**config.mk**
```make
export PLATFORM = sky130hd
export DESIGN_NAME = uart_program_loader
export DESIGN_NICKNAME = d
export VERILOG_FILES = /design/src/rtl/uart_program_loader.sv
export SDC_FILE = /design/constraint.sdc
export NUM_CORES = 1
export LEC_CHECK = 0
export ABC_AREA = 1
export BUFFER_PORTS_ARGS = -buffer_cell sky130_fd_sc_hd__buf_2
export CAP_MARGIN = 20
export CORE_UTILIZATION = 50
export CTS_BUF_LIST = sky130_fd_sc_hd__clkbuf_4
export DETAILED_ROUTE_END_ITERATION = 8
export PLACE_DENSITY = 0.77
export RECOVER_POWER = 25
export SLEW_MARGIN = 20
export SYNTH_ARGS = -nofsm -noshare
export SYNTH_HDL_FRONTEND = slang
export SYNTH_SLANG_ARGS = --single-unit
```
**constraint.sdc**
```tcl
create_clock -name clk -period 1.87 [get_ports clk]
set_input_delay 0.187 -clock clk [delete_from_list [all_inputs] [get_ports clk]]
set_output_delay 0.187 -clock clk [all_outputs]
set_load 0.05 [all_outputs]
```
**src/rtl/uart_program_loader.sv**
```systemverilog
// ------------------------------------------------------------------------------------------------
// uart_program_loader
//
// Serial program loader for the MC14500B core. Receives 8N1 UART bytes on rx, packs byte pairs
// into DATA_WIDTH-bit instruction words and drives the write port of the text RAM. loading stays
// high for the whole session so the top level can hold the core in reset.
//
// Word framing: first byte carries word bits [DATA_WIDTH-1:8] in its low (DATA_WIDTH-8) bits, the
// remaining high bits must be zero. Second byte carries word bits [7:0]. A first byte of 8'hFF is
// the end-of-session marker.
//
// Ports:
//   clk            system clock
//   reset          asynchronous, active-high reset
//   rx             UART serial input, idle high, asynchronous to clk
//   program_write  one-cycle text RAM write strobe
//   program_cmd    word to write, valid while program_write=1, holds between writes
//   uart_address   text RAM write address
//   loading        load session active
//   done           one-cycle pulse at end of session
//   frame_error    sticky error flag, cleared when a new session starts
//
// Optional feature macro: LOADER_TIMEOUT_EN
//   Defined   - a second byte that does not arrive within TIMEOUT_BITS bit times drops the
//               pending first byte and sets frame_error.
//   Undefined - the loader waits for the second byte indefinitely; no timeout counter exists.
// ------------------------------------------------------------------------------------------------
module uart_program_loader #(
    parameter int unsigned CLKS_PER_BIT = 434,
    parameter int unsigned ADDR_WIDTH   = 8,
    parameter int unsigned DATA_WIDTH   = 12,
    parameter int unsigned TIMEOUT_BITS = 32
) (
    input  logic                  clk,
    input  logic                  reset,
    input  logic                  rx,
    output logic                  program_write,
    output logic [DATA_WIDTH-1:0] program_cmd,
    output logic [ADDR_WIDTH-1:0] uart_address,
    output logic                  loading,
    output logic                  done,
    output logic                  frame_error
);

    localparam int unsigned H       = DATA_WIDTH - 8;
    localparam int unsigned BitCntW = $clog2(CLKS_PER_BIT);
    localparam logic [BitCntW-1:0] FullBit = BitCntW'(CLKS_PER_BIT - 1);
    localparam logic [BitCntW-1:0] HalfBit = BitCntW'(CLKS_PER_BIT / 2 - 1);
    // Bits of the first byte that must be zero for a valid word header.
    localparam logic [7:0] HiMask = 8'hFF << H;

    // RX FSM encoding
    localparam logic [2:0] RxIdle     = 3'd0;
    localparam logic [2:0] RxStart    = 3'd1;
    localparam logic [2:0] RxData     = 3'd2;
    localparam logic [2:0] RxStop     = 3'd3;
    localparam logic [2:0] RxWaitHigh = 3'd4;

    // Word FSM encoding
    localparam logic WHi = 1'b0;
    localparam logic WLo = 1'b1;

    // --------------------------------------------------------------------------------------------
    // rx synchronizer, preset to the idle level
    // --------------------------------------------------------------------------------------------
    logic rx_meta_q, rx_sync_q;

    always_ff @(posedge clk or posedge reset) begin
        if (reset) begin
            rx_meta_q <= 1'b1;
            rx_sync_q <= 1'b1;
        end else begin
            rx_meta_q <= rx;
            rx_sync_q <= rx_meta_q;
        end
    end

    // --------------------------------------------------------------------------------------------
    // RX FSM
    // --------------------------------------------------------------------------------------------
    logic [2:0]         rx_state_q, rx_state_d;
    logic [BitCntW-1:0] clk_cnt_q, clk_cnt_d;
    logic [2:0]         bit_idx_q, bit_idx_d;
    logic [7:0]         shift_q, shift_d;
    logic               byte_valid_q, byte_valid_d;
    logic               stop_err_q, stop_err_d;

    always_comb begin
        rx_state_d   = rx_state_q;
        clk_cnt_d    = clk_cnt_q + 1'b1;
        bit_idx_d    = bit_idx_q;
        shift_d      = shift_q;
        byte_valid_d = 1'b0;
        stop_err_d   = 1'b0;
        case (rx_state_q)
            RxIdle: begin
                clk_cnt_d = '0;
                bit_idx_d = '0;
                if (!rx_sync_q) rx_state_d = RxStart;
            end
            RxStart: begin
                // Mid-start-bit check rejects glitches shorter than half a bit.
                if (clk_cnt_q == HalfBit) begin
                    clk_cnt_d  = '0;
                    rx_state_d = rx_sync_q ? RxIdle : RxData;
                end
            end
            RxData: begin
                if (clk_cnt_q == FullBit) begin
                    clk_cnt_d = '0;
                    shift_d   = {rx_sync_q, shift_q[7:1]};
                    bit_idx_d = bit_idx_q + 3'd1;
                    if (bit_idx_q == 3'd7) rx_state_d = RxStop;
                end
            end
            RxStop: begin
                if (clk_cnt_q == FullBit) begin
                    clk_cnt_d = '0;
                    if (rx_sync_q) begin
                        byte_valid_d = 1'b1;
                        rx_state_d   = RxIdle;
                    end else begin
                        stop_err_d = 1'b1;
                        rx_state_d = RxWaitHigh;
                    end
                end
            end
            RxWaitHigh: begin
                // A held-low line (break) stays here, so it yields a single error.
                clk_cnt_d = '0;
                if (rx_sync_q) rx_state_d = RxIdle;
            end
            default: begin
                clk_cnt_d  = '0;
                rx_state_d = RxIdle;
            end
        endcase
    end

    always_ff @(posedge clk or posedge reset) begin
        if (reset) begin
            rx_state_q   <= RxIdle;
            clk_cnt_q    <= '0;
            bit_idx_q    <= '0;
            shift_q      <= '0;
            byte_valid_q <= 1'b0;
            stop_err_q   <= 1'b0;
        end else begin
            rx_state_q   <= rx_state_d;
            clk_cnt_q    <= clk_cnt_d;
            bit_idx_q    <= bit_idx_d;
            shift_q      <= shift_d;
            byte_valid_q <= byte_valid_d;
            stop_err_q   <= stop_err_d;
        end
    end

    // --------------------------------------------------------------------------------------------
    // Optional inter-byte timeout while waiting for the second byte
    // --------------------------------------------------------------------------------------------
    logic word_state_q, word_state_d;
    logic timeout;

`ifdef LOADER_TIMEOUT_EN
    localparam int unsigned TimeoutCycles = TIMEOUT_BITS * CLKS_PER_BIT;
    localparam int unsigned ToW           = $clog2(TimeoutCycles + 1);
    localparam logic [ToW-1:0] ToLast     = ToW'(TimeoutCycles - 1);

    logic [ToW-1:0] to_cnt_q, to_cnt_d;
    logic           to_run;

    always_comb begin
        to_run   = (word_state_q == WLo) && !byte_valid_q && !stop_err_q;
        timeout  = to_run && (to_cnt_q == ToLast);
        to_cnt_d = (to_run && !timeout) ? to_cnt_q + 1'b1 : '0;
    end

    always_ff @(posedge clk or posedge reset) begin
        if (reset) to_cnt_q <= '0;
        else       to_cnt_q <= to_cnt_d;
    end
`else
    assign timeout = 1'b0;
`endif

    // --------------------------------------------------------------------------------------------
    // Word FSM and text RAM write port
    // --------------------------------------------------------------------------------------------
    logic [H-1:0]          hi_q, hi_d;
    logic [DATA_WIDTH-1:0] cmd_q, cmd_d;
    logic                  write_q, write_d;
    logic [ADDR_WIDTH-1:0] addr_q, addr_d;
    logic                  loading_q, loading_d;
    logic                  done_q, done_d;
    logic                  ferr_q, ferr_d;

    always_comb begin
        word_state_d = word_state_q;
        hi_d         = hi_q;
        cmd_d        = cmd_q;
        write_d      = 1'b0;
        addr_d       = addr_q;
        loading_d    = loading_q;
        done_d       = 1'b0;
        ferr_d       = ferr_q;

        // Address advances on the edge after the write strobe, wrapping silently.
        if (write_q) addr_d = addr_q + 1'b1;

        if (stop_err_q) begin
            ferr_d       = 1'b1;
            word_state_d = WHi;
        end else if (byte_valid_q) begin
            case (word_state_q)
                WHi: begin
                    if (shift_q == 8'hFF) begin
                        done_d    = 1'b1;
                        loading_d = 1'b0;
                        addr_d    = '0;
                    end else if ((shift_q & HiMask) == 8'h00) begin
                        if (!loading_q) begin
                            loading_d = 1'b1;
                            ferr_d    = 1'b0;
                            addr_d    = '0;
                        end
                        hi_d         = shift_q[H-1:0];
                        word_state_d = WLo;
                    end else begin
                        ferr_d = 1'b1;
                    end
                end
                default: begin
                    cmd_d        = {hi_q, shift_q};
                    write_d      = 1'b1;
                    word_state_d = WHi;
                end
            endcase
        end else if (timeout) begin
            ferr_d       = 1'b1;
            word_state_d = WHi;
        end
    end

    always_ff @(posedge clk or posedge reset) begin
        if (reset) begin
            word_state_q <= WHi;
            hi_q         <= '0;
            cmd_q        <= '0;
            write_q      <= 1'b0;
            addr_q       <= '0;
            loading_q    <= 1'b0;
            done_q       <= 1'b0;
            ferr_q       <= 1'b0;
        end else begin
            word_state_q <= word_state_d;
            hi_q         <= hi_d;
            cmd_q        <= cmd_d;
            write_q      <= write_d;
            addr_q       <= addr_d;
            loading_q    <= loading_d;
            done_q       <= done_d;
            ferr_q       <= ferr_d;
        end
    end

    assign program_write = write_q;
    assign program_cmd   = cmd_q;
    assign uart_address  = addr_q;
    assign loading       = loading_q;
    assign done          = done_q;
    assign frame_error   = ferr_q;

endmodule

```
==> results of run 1 <==
## final timing paths
kind	cells past startpoint	endpoint	slack (ns)	start
max reg2reg	8	shift_q[7]	0.33	clk_cnt_q[1]
min	0	rx_sync_q	0.37	rx_meta_q
max in group clk	8	shift_q[7]	0.33	clk_cnt_q[1]
min reg2reg	0	rx_sync_q	0.37	rx_meta_q
min in group asynchronous	3	hi_q[2]	0.49	reset
max	4	rx_sync_q	0.30	reset
## metal layers
metal  routed length, um  vias up
met3                 111        4
met4                  46        0
li1                    -      948
met2                2035       25
met1                2054      860
met5                   0        -
## per-stage QoR
stage | utilization | area (um^2) | power, mW | std cells | worst slack [ns]
after floorplan | - | 2616 | 1.259 | 283 | 0.3077
after global placement | 0.5790 | 2825 | 1.274 | 374 | 0.3781
after detailed placement | 0.5790 | 2825 | 1.275 | 374 | 0.3295
after CTS | 0.6003 | 2929 | 1.960 | 384 | 0.3007
after global routing | 0.5972 | 2914 | 1.995 | 384 | 0.1035
final | 0.5972 | 2914 | 1.918 | 384 | 0.3026
## state kept, by name, summed over array words and instances (netlist names), 3 cells and up
name	cells
uart_address	8
rx_state_q	3
hi_q	4
program_cmd	12
bit_idx_q	3
shift_q	8
clk_cnt_q	9
## placed cells by master (no fill, tap or decap), drive strengths merged
cell type / count
buf: 27
ha: 6
inv: 38
a21oi: 3
nor3b: 5
dfrtp: 54
nand3: 17
xor2: 4
dfstp: 2
nor3: 8
nand2: 78
or2: 1
xnor2: 1
bufinv: 1
clkbuf: 7
o31ai: 1
dlygate4sd3: 2
o21ai: 22
nor4: 2
nand4: 2
nor2: 36
## power by group through the flow
stage          clock [mW]  sequential, mW  combinational (mW)
2_1_floorplan           0            1.24              0.0202
3_3_place_gp            0            1.24              0.0349
3_5_place_dp            0            1.24              0.0356
4_1_cts             0.704            1.22              0.0385
5_1_grt             0.737            1.22              0.0393
6_report            0.668            1.22              0.0325
## cell type report
type	count	area, um^2
repair buffers	30	165.2
flip-flops and latches	56	1404
clock inverters	2	38.79
well taps	67	83.83
inverters	37	138.9
fillers	438	1966
multi-input cells	186	1039
clock buffers	6	45.04
## kinds of logic (layout without fill, tap and decap cells)
logic type | count (synthesis) | count (layout)
simple gates | 149 | 149
flops | 56 | 56
buf+inv | 41 | 75
compound gates | 26 | 26
fa+ha+maj | 6 | 6
xor+xnor | 5 | 5
==> summary.md, run 1 <==
| Metric | Value |
|---|---|
| Status | `finished, final reports clean` |
| Post-synthesis simple-gate area fraction | `0.2874` |
| Ranking of synthesized cells by area | `dfrtp_1 (52%), nand2_1 (9.3%), inv_1 (4.0%)` |
| Routed via count | `1837` |
| Post-synthesis mux area share | `0` |
| Post-synth EDFFs | `0` |
| Mean area per synthesized cell | `9.245 um^2` |
| Root Buffer | `clkbuf_4` |
| Chip height | `74.34 um` |
| Cell count after synthesis | `roughly 280` |
| Resized cells post-CTS | `0` |
| Crit path max fanout | `34` |
| P_sw | `a little under 0.4 mW` |
| Routing usage on met3 | `0.03930` |
| M2 GR Usage | `0.2899` |
| Post-Synth XOR/XNOR Area | `0.01674` |
| Antenna Nets Post-Route | `0` |
| Most common cell in the netlist | `nand2_1` |
| Remaining Overflow, GRT | `0` |
| Worst hold margin | `0.3685 ns` |
| Yosys warns | `0` |
| Max-cap viol count | `0` |
| Required time of the critical path | `2.35 ns` |
| Rows | `25` |
| Largest net degree at the start of global routing | `35` |
| Post-synthesis sequential area ratio | `0.5366` |
| Final-report hold violation count | `0` |
| Power Dens Cells | `658.0 mW/mm^2` |
| First-pass GRT wire length | `around 7200 um` |
| Routed wire per std cell | `11.06 um` |
| Final RePlAce weighted congestion | `0.8964` |
| Cell internal pwr | `about 1.5 mW` |
| FMAX | `around 640 MHz` |
| Share of cells above drive strength 1 | `0.2776` |
| Part of the power in the clock network | `0.348` |
| Peak supply drop | `approximately 0.46 mV` |
| Starting Density | `0.5362` |
| Worst Path Buf+Inv | `4` |
| H-Tree Depth | `2` |
| Die Wd | `74.34 um` |
| P_leak | `1.471 nW` |
| Cell Area, Synth | `0.002616 mm^2` |
| Leading area contributor after synthesis | `dfrtp_1` |
| Pre-antenna DRT Iters | `4` |
| DRT iter0 DRCs | `111` |
| Die footprint | `0.005526 mm^2` |
| Final Max Tran Viols | `0` |
| Switch share | `0.2051` |
| GR Layer Usage met1 | `0.2175` |
| Seq pwr share | `0.635` |
| Gate power share | `0.017` |
| Synth cell types | `29` |
| Grt peak-use layer | `met2` |
| Post-CTS Repair Setup Buffers | `0` |
| Post-DR vias/cell | `approximately 4.8` |
| Critical path capture point type | `asynchronous set/reset pin` |
| Routed wire length | `4247 um` |
| Critical Path AT | `2.05 ns` |
| CTS Sinks | `56` |
| Total CTS buffers | `5` |
| Critical-path top delay cell | `clkbuf_4` |
| Worst hold path type | `flip-flop to flip-flop` |
| GRT Total Usage | `0.1720` |
| Antenna violations before repair | `0` |
| Remaining DRCs | `0` |
| Commonest cells in the synthesized netlist | `nand2_1 (65), dfrtp_1 (54), inv_1 (28), nor2_1 (27), nand3_1 (14)` |
| Slowest stage delay, CP | `approximately 0.61 ns` |
| Skew-Pair Late Insertion Delay | `0.37 ns` |
| Worst-path clk slew | `around 0.14 ns` |
| Slew margin rel. | `0.4586` |
| Port-buffer cells | `26` |
| Synthesis-stage register bit count | `56` |
| Compound-Gate Fraction of Synth Area | `0.06504` |
| # setup viols final | `0` |
| Largest family of logic cells by synthesized area | `simple AND/OR/NAND/NOR gates` |
| Synth Area in Adders | `0.02869` |
| Inserted Diodes | `0` |
| Core ar. | `0.004880 mm^2` |
| Synth Flop Type | `dfrtp_1` |
| CP delay by family, top | `buffers and inverters` |
| Post-route setup TNS | `0 ns` |
| Cts hold-fix bufs | `2` |
| CTS tree | `done` |
| DPL Wire Length | `3166 um` |
| Tmin final | `roughly 1.6 ns` |
| CTS Buffer Depth | `2` |
| CP Class | `input port to asynchronous set/reset pin` |
| Boundary Pins | `27` |
| Crit start category | `input port` |
| Measured slew at the worst slew-check pin | `around 0.81 ns` |
| CP Cell Sequence | `dlygate4sd3_1, buf_2, inv_1, clkbuf_4` |
| RSZ-0062 raised after global routing | `false` |
| Vias in the first global route | `1708` |
| Yosys top cell area share | `0.5165` |
| Post-synth net total | `292` |
| FFs w/ async S/R, synth | `1.000` |
| Clk_skew | `0.01582 ns` |
| Syn-to-layout area delta | `11.38%` |
| Tcrit/Tclk final | `0.8382` |
| Nets | `325` |
(Power assumes the default switching activity.)
==> run 2: changes to the inputs <==
--- a/config.mk
+++ b/config.mk
@@ -5,13 +5,13 @@
 export SDC_FILE = /design/constraint.sdc
 export NUM_CORES = 1
 export LEC_CHECK = 0
-export ABC_AREA = 1
+export ABC_AREA = 0
 export BUFFER_PORTS_ARGS = -buffer_cell sky130_fd_sc_hd__buf_2
 export CAP_MARGIN = 20
 export CORE_UTILIZATION = 50
 export CTS_BUF_LIST = sky130_fd_sc_hd__clkbuf_4
 export DETAILED_ROUTE_END_ITERATION = 8
-export PLACE_DENSITY = 0.77
+export PLACE_DENSITY = 0.78
 export RECOVER_POWER = 25
 export SLEW_MARGIN = 20
 export SYNTH_ARGS = -nofsm -noshare
==> constraint.sdc (replaced) <==
create_clock -name clk -period 1.6 [get_ports clk]
set_input_delay 0.16 -clock clk [delete_from_list [all_inputs] [get_ports clk]]
set_output_delay 0.16 -clock clk [all_outputs]
set_load 0.05 [all_outputs]
==> run 2 against run 1 <==
The flow now finishes with violations (setup timing); setup slack lost 0.47 ns; synthesized cell count shrank 24%; final area grew 5.4%; flip-flop and latch count is the same; clock power shrank 11%; power grew 6.8%; global-route usage grew 1.3 points; critical path depth shrank 1; sequential power grew 16%; wire length grew 1.4%.
==> summary.md, run 2 <==
| Metric | Value |
|---|---|
| FFs w/ async S/R, synth | `1.000` |
| CTS tree | `done` |
| Rows | `25` |
| CTS Sinks | `56` |
| Root Buffer | `clkbuf_4` |
| Pre-antenna DRT Iters | `4` |
| Port-buffer cells | `26` |
| Die Wd | `72.23 um` |
| Synth cell types | `39` |
| Peak supply drop | `0.3974 mV` |
| Max Used Layer | `met4` |
| Crit start category | `flip-flop` |
| CP Class | `flip-flop to flip-flop` |
| Largest family of logic cells by synthesized area | `simple AND/OR/NAND/NOR gates` |
| Pre-CTS WS | `-0.1980 ns` |
| Post-synthesis mux area share | `0.1015` |
| Reg2reg start | `shift_q[7]` |
| CP Cell Sequence | `or4_4, or3_4, mux2_4` |
| Metal3 WL | `118 um` |
| Post-Synth XOR/XNOR Area | `0.04972` |
| Post-DR vias/cell | `a little over 5` |
| Status | `finished with violations` |
| Routed wire per std cell | `between 10 and 15 um` |
| Critical path capture point type | `flip-flop` |
| Dpl cells | `327` |
| Commonest cells in the synthesized netlist | `dfrtp_1 (54), nor2_1 (31), nand2_1 (23), mux2_2 (16), inv_1 (10)` |
| Yosys top cell area share | `0.5479` |
| Synth Flop Type | `dfrtp_1` |
| Total CTS buffers | `5` |
| Max reg flops | `12` |
| RSZ-0062 raised after global routing | `true` |
| Worst hold margin | `0.3637 ns` |
| Commonest non-fill, non-tap cell in the layout | `dfrtp_1` |
| Clk_skew | `0.01499 ns` |
| Cell count after synthesis | `216` |
| Layout Utilization | `0.6503` |
| Synthesis-stage register bit count | `56` |
| Final Max Tran Viols | `0` |
| Chip height | `slightly above 70 um` |
| WL met1 | `1869 um` |
| Syn-to-layout area delta | `24.56%` |
| Violated checks | `setup timing` |
| Largest net degree at the start of global routing | `42` |
| Metal2 WL | `2261 um` |
| Die footprint | `0.005217 mm^2` |
| Fin area | `approximately 0.003 mm^2` |
| First-pass GRT wire length | `7355 um` |
| Post-synthesis sequential area ratio | `0.5693` |
| Post-route setup TNS | `-3.048 ns` |
| Nets | `283` |
| Post-synth EDFFs | `0` |
| GRT Total Usage | `0.1850` |
| Post-synth net total | `225` |
| Vias in the first global route | `1714` |
| Routed via count | `1758` |
| Compound-Gate Fraction of Synth Area | `0.05632` |
| FF-to-FF path depth | `3` |
| P_leak | `1.568 nW` |
| Antenna Nets Post-Route | `0` |
| Leading area contributor after synthesis | `dfrtp_1` |
| Tmin final | `approximately 1.8 ns` |
| Setup ws final | `-0.1676 ns` |
| Synth Area in Adders | `0.03044` |
| Remaining DRCs | `0` |
| # setup viols final | `31` |
| Routed wire length | `4305 um` |
| Power Dens Cells | `666.9 mW/mm^2` |
| CTS Buffer Depth | `2` |
| Inserted Diodes | `0` |
| Starting Density | `0.5221` |
| Worst-path clk slew | `~0.15 ns` |
| R2R Setup Slk | `-0.17 ns` |
| Measured slew at the worst slew-check pin | `0.5679 ns` |
| Required time of the critical path | `1.86 ns` |
| Tcrit/Tclk final | `1.105` |
| Core ar. | `0.004723 mm^2` |
| Mean area per synthesized cell | `11.42 um^2` |
| Cell Area, Synth | `0.002466 mm^2` |
| Skew-Pair Late Insertion Delay | `around 0.37 ns` |
| DP Area | `0.002861 mm^2` |
| Antenna violations before repair | `0` |
| Worst hold path type | `input port to asynchronous set/reset pin` |
| H-Tree Depth | `2` |
| Final-report hold violation count | `0` |
| DPL Wire Length | `3096 um` |
| Finished Layout Cells | `342` |
| Boundary Pins | `27` |
| Tot Pwr | `roughly 2.0 mW` |
| DRT iter0 DRCs | `82` |
| Ranking of synthesized cells by area | `dfrtp_1 (55%), mux2_2 (7.3%), nor2_1 (4.7%)` |
| Slowest stage delay, CP | `roughly 0.54 ns` |
| Most common cell in the netlist | `dfrtp_1` |
| Slew margin rel. | `0.6210` |
| Yosys warns | `0` |
| Critical-path top delay cell | `or4_4` |
| Max-cap viol count | `0` |
| Critical Path AT | `2.03 ns` |
| Fill cell count | `356` |
| Most frequent cells in the layout | `dfrtp_1 (54), buf_2 (26), nand2_1 (23)` |
| Share of cells above drive strength 1 | `0.3818` |
| R2r endpoint | `hi_q[0]` |
| Post-synthesis simple-gate area fraction | `0.1669` |
| Crit path max fanout | `5` |
| Remaining Overflow, GRT | `0` |
| Final RePlAce weighted congestion | `0.8304` |
| FMAX | `565.7 MHz` |
==> run 2: cell count changes in the layout (fill, tap and decap cells not counted), sizes merged, moves of 4 or more <==
cell,change
nor3,-5
inv,-28
nand2,-55
nand3,-13
nand4,+5
xnor2,+7
mux2,+20
o21ai,-18
nor3b,-4
nor2,-5
buf,+26
==> run 2: cells by family after synthesis <==
kind of cell | count (synthesis)
mux | 21
simple gates | 84
fa+ha+maj | 6
xor+xnor | 14
buf+inv | 15
flops | 56
compound gates | 20
==> run 2: repair_timing <==
item / in CTS / in global routing
hold buffers: 2 / 0
setup buffers: 2 / 3
hold endpoints to repair: 14 / 0
pin swaps: 8 / 4
resized for setup: 16 / 10
setup endpoints to repair: 28 / 36
==> run 2: report_power, final <==
group | total [mW] | switching (mW) | internal, mW
Combinational | 0.0336 | 0.0268 | 0.00679
Sequential | 1.42 | 0.00274 | 1.42
Clock | 0.592 | 0.407 | 0.185
==> run 2: worst max-delay path: cells and delay by family, from the launching register on <==
family           cells  cell delay [ns]
and+or+nand+nor      2             0.94
DFF                  1             0.40
muxes                1             0.31
==> run 2: worst max path at each step <==
stage            startpoint            to  slack, ns  cells after the start
3_3_place_gp     shift_q[7]       hi_q[2]      -0.17                      3
4_1_cts          shift_q[7]       hi_q[0]      -0.15                      3
6_report         shift_q[7]       hi_q[0]      -0.17                      3
2_1_floorplan    shift_q[7]       hi_q[0]      -0.20                      4
5_1_grt        clk_cnt_q[1]  clk_cnt_q[7]      -0.23                      7
3_5_place_dp     shift_q[7]       hi_q[0]      -0.20                      3
==> run 2: per-layer routing <==
layer / global-route usage / vias up
met5: 0 / -
met4: 0.05664 / 0
met3: 0.04861 / 7
met2: 0.3448 / 29
met1: 0.2052 / 862
li1: - / 860
==> run 2: cell type report <==
class	instances	area, um^2	share of cell area
multi-input combinational	145	1099	0.3576
tap	67	83.83	0.02729
inverter	10	37.54	0.01222
clock inverter	2	11.26	0.003666
timing repair buffer	56	391.6	0.1275
clock buffer	6	45.04	0.01466
sequential	56	1404	0.4570
==> run 3: changes to the inputs <==
==> constraint.sdc (replaced) <==
create_clock -name clk -period 1.6 [get_ports clk]
set_input_delay 0.32 -clock clk [delete_from_list [all_inputs] [get_ports clk]]
set_output_delay 0.32 -clock clk [all_outputs]
set_load 0.05 [all_outputs]
==> run 3 against run 2 <==
The flow still finishes with violations (setup timing); sequential power hardly changed; wire length is 11% higher; register-to-register slack worse by 0.02 ns; die area stayed put; critical path type unchanged; highest routed layer unchanged.
==> summary.md, run 3 (same netlist as run 2, synthesis figures left out) <==
| Metric | Value |
|---|---|
| FF+latch area | `approximately 0.0014 mm^2` |
| Gate power share | `0.019` |
| CTS tree | `done` |
| Layout Utilization | `0.6593` |
| Crit start category | `flip-flop` |
| Switch share | `0.2269` |
| Starting Density | `0.5221` |
| Routed wire length | `between 4000 and 5000 um` |
| Tcrit/Tclk final | `1.116` |
| Multi-input gate area | `0.001102 mm^2` |
| Max-cap viol count | `0` |
| Power Dens Cells | `674.7 mW/mm^2` |
| Critical-path top delay cell | `or4_4` |
| Final RePlAce weighted congestion | `0.8287` |
| GRT Total Usage | `0.1978` |
| H-Tree Depth | `2` |
| Largest net degree at the start of global routing | `24` |
| Routed wire per std cell | `13.93 um` |
| Crit path max fanout | `8` |
| Inserted Diodes | `0` |
| P_leak | `between 1.5 and 2 nW` |
| Nets | `285` |
| Status | `finished with violations` |
| Remaining DRCs | `0` |
| Syn-to-layout area delta | `26.28%` |
| Pre-antenna DRT Iters | `4` |
| Peak supply drop | `0.5976 mV` |
| Vias in the first global route | `roughly 1.8k` |
| Most frequent cells in the layout | `dfrtp_1 (53), buf_2 (25), nor2_1 (24)` |
| Routed via count | `1806` |
| DRT iter0 DRCs | `58` |
| Tmin final | `1.786 ns` |
| CTS Buffer Depth | `2` |
| Slew margin rel. | `0.6665` |
| RSZ-0062 raised after global routing | `true` |
| Measured slew at the worst slew-check pin | `0.4992 ns` |
| P_sw | `0.4768 mW` |
| Required time of the critical path | `1.90 ns` |
| CP Class | `flip-flop to flip-flop` |
| Seq pwr share | `0.677` |
| First-pass GRT wire length | `7797 um` |
| Fill cell count | `roughly 360` |
| Critical path capture point type | `flip-flop` |
| CTS Sinks | `56` |
| Slowest stage delay, CP | `roughly 0.54 ns` |
| Core ar. | `0.004723 mm^2` |
| Total CTS buffers | `5` |
| Cell internal pwr | `1.624 mW` |
| FMAX | `560.0 MHz` |
| Die Wd | `around 72 um` |
| CP Cell Sequence | `or4_4, buf_6, o22ai_2, nor3b_4, buf_6, nor2_1` |
| Chip height | `a little over 70 um` |
| Port-buffer cells | `26` |
| Root Buffer | `clkbuf_4` |
| Die footprint | `0.005217 mm^2` |
| Part of the power in the clock network | `0.303` |
| Boundary Pins | `27` |
| Violated checks | `setup timing` |
| Commonest non-fill, non-tap cell in the layout | `dfrtp_1` |
| Post-DR vias/cell | `between 5 and 6` |
| Antenna violations before repair | `0` |
| Worst hold path type | `flip-flop to flip-flop` |
| Worst hold margin | `0.3700 ns` |
| Worst path most repeated cell | `buf_6` |
| Worst-path clk slew | `0.16 ns` |
| DPL Wire Length | `about 3500 um` |
| Setup ws final | `-0.1857 ns` |
| Rows | `25` |
| Critical Path AT | `2.09 ns` |
| Remaining Overflow, GRT | `0` |
| Max reg flops | `12` |
| Final-report hold violation count | `0` |
| Antenna Nets Post-Route | `0` |
| Skew-Pair Late Insertion Delay | `approximately 0.39 ns` |
| Clk_skew | `between 0.01 and 0.015 ns` |
| Share of cells above drive strength 1 | `0.3863` |
| # setup viols final | `31` |
| Final Max Tran Viols | `0` |
run 3: final timing paths:
| check | from | endpoint | slack, ns | depth (start not counted) |
|---|---|---|---|---|
| setup / recovery | shift_q[4] | uart_address[2] | -0.19 | 6 |
| hold / removal | rx_meta_q | rx_sync_q | 0.37 | 0 |
| setup reg to reg | shift_q[4] | uart_address[2] | -0.19 | 6 |
| hold reg to reg | rx_meta_q | rx_sync_q | 0.37 | 0 |
| max in group asynchronous | reset | rx_state_q[1] | 0.37 | 4 |
| min in group asynchronous | reset | program_cmd[1] | 0.48 | 3 |
run 3: metrics by stage:
| stage | area (um^2) | power [mW] | TNS [ns] | cells | worst slack, ns |
|---|---|---|---|---|---|
| finish | 3114 | 2.101 | -3.776 | 344 | -0.1857 |
| global route | 3114 | 2.191 | -6.363 | 344 | -0.2261 |
| CTS | 3027 | 2.122 | -2.590 | 340 | -0.1381 |
| detailed placement | 2920 | 1.494 | -2.983 | 331 | -0.2220 |
| global placement | 2920 | 1.493 | -1.935 | 331 | -0.1772 |
| floorplan | 2484 | 1.470 | -0.8176 | 216 | -0.1995 |
run 3: power groups by stage:
stage | Sequential (mW) | Clock, mW | Combinational, mW
floorplan | 1.45 | 0 | 0.0220
CTS | 1.42 | 0.652 | 0.0463
global route | 1.42 | 0.718 | 0.0488
global placement | 1.45 | 0 | 0.0434
detailed placement | 1.45 | 0 | 0.0442
finish | 1.42 | 0.638 | 0.0403
run 3: layout make-up:
cell class | count | area share
sequential | 56 | 0.4512
tap | 67 | 0.02692
clock buffer | 6 | 0.01446
inverter | 10 | 0.01326
timing repair buffer | 58 | 0.1350
multi-input combinational | 145 | 0.3540
clock inverter | 2 | 0.005223
run 3: timing repair:
| item | in CTS | in global routing |
|---|---|---|
| endpoints found under the setup margin | 30 | 37 |
| setup buffers | 0 | 3 |
| pin swaps | 1 | 17 |
| resized for setup | 8 | 19 |
| endpoints found under the hold margin | 19 | 1 |
| hold buffers | 1 | 1 |
run 3: layer usage:
metal | GRT usage | vias to the layer above | part of all wire
met3 | 0.04028 | 14 | 0.032
met2 | 0.3489 | 38 | 0.54
li1 | - | 867 | -
met5 | 0 | - | 0
met1 | 0.2251 | 887 | 0.40
met4 | 0.1068 | 0 | 0.028
run 3: worst max-delay path: cells and delay by family (launching register included):
family	cells	cell delay, ns
DFF	1	0.42
buffers and inverters	2	0.34
AOI/OAI and AO/OA	1	0.13
and+or+nand+nor	3	0.81
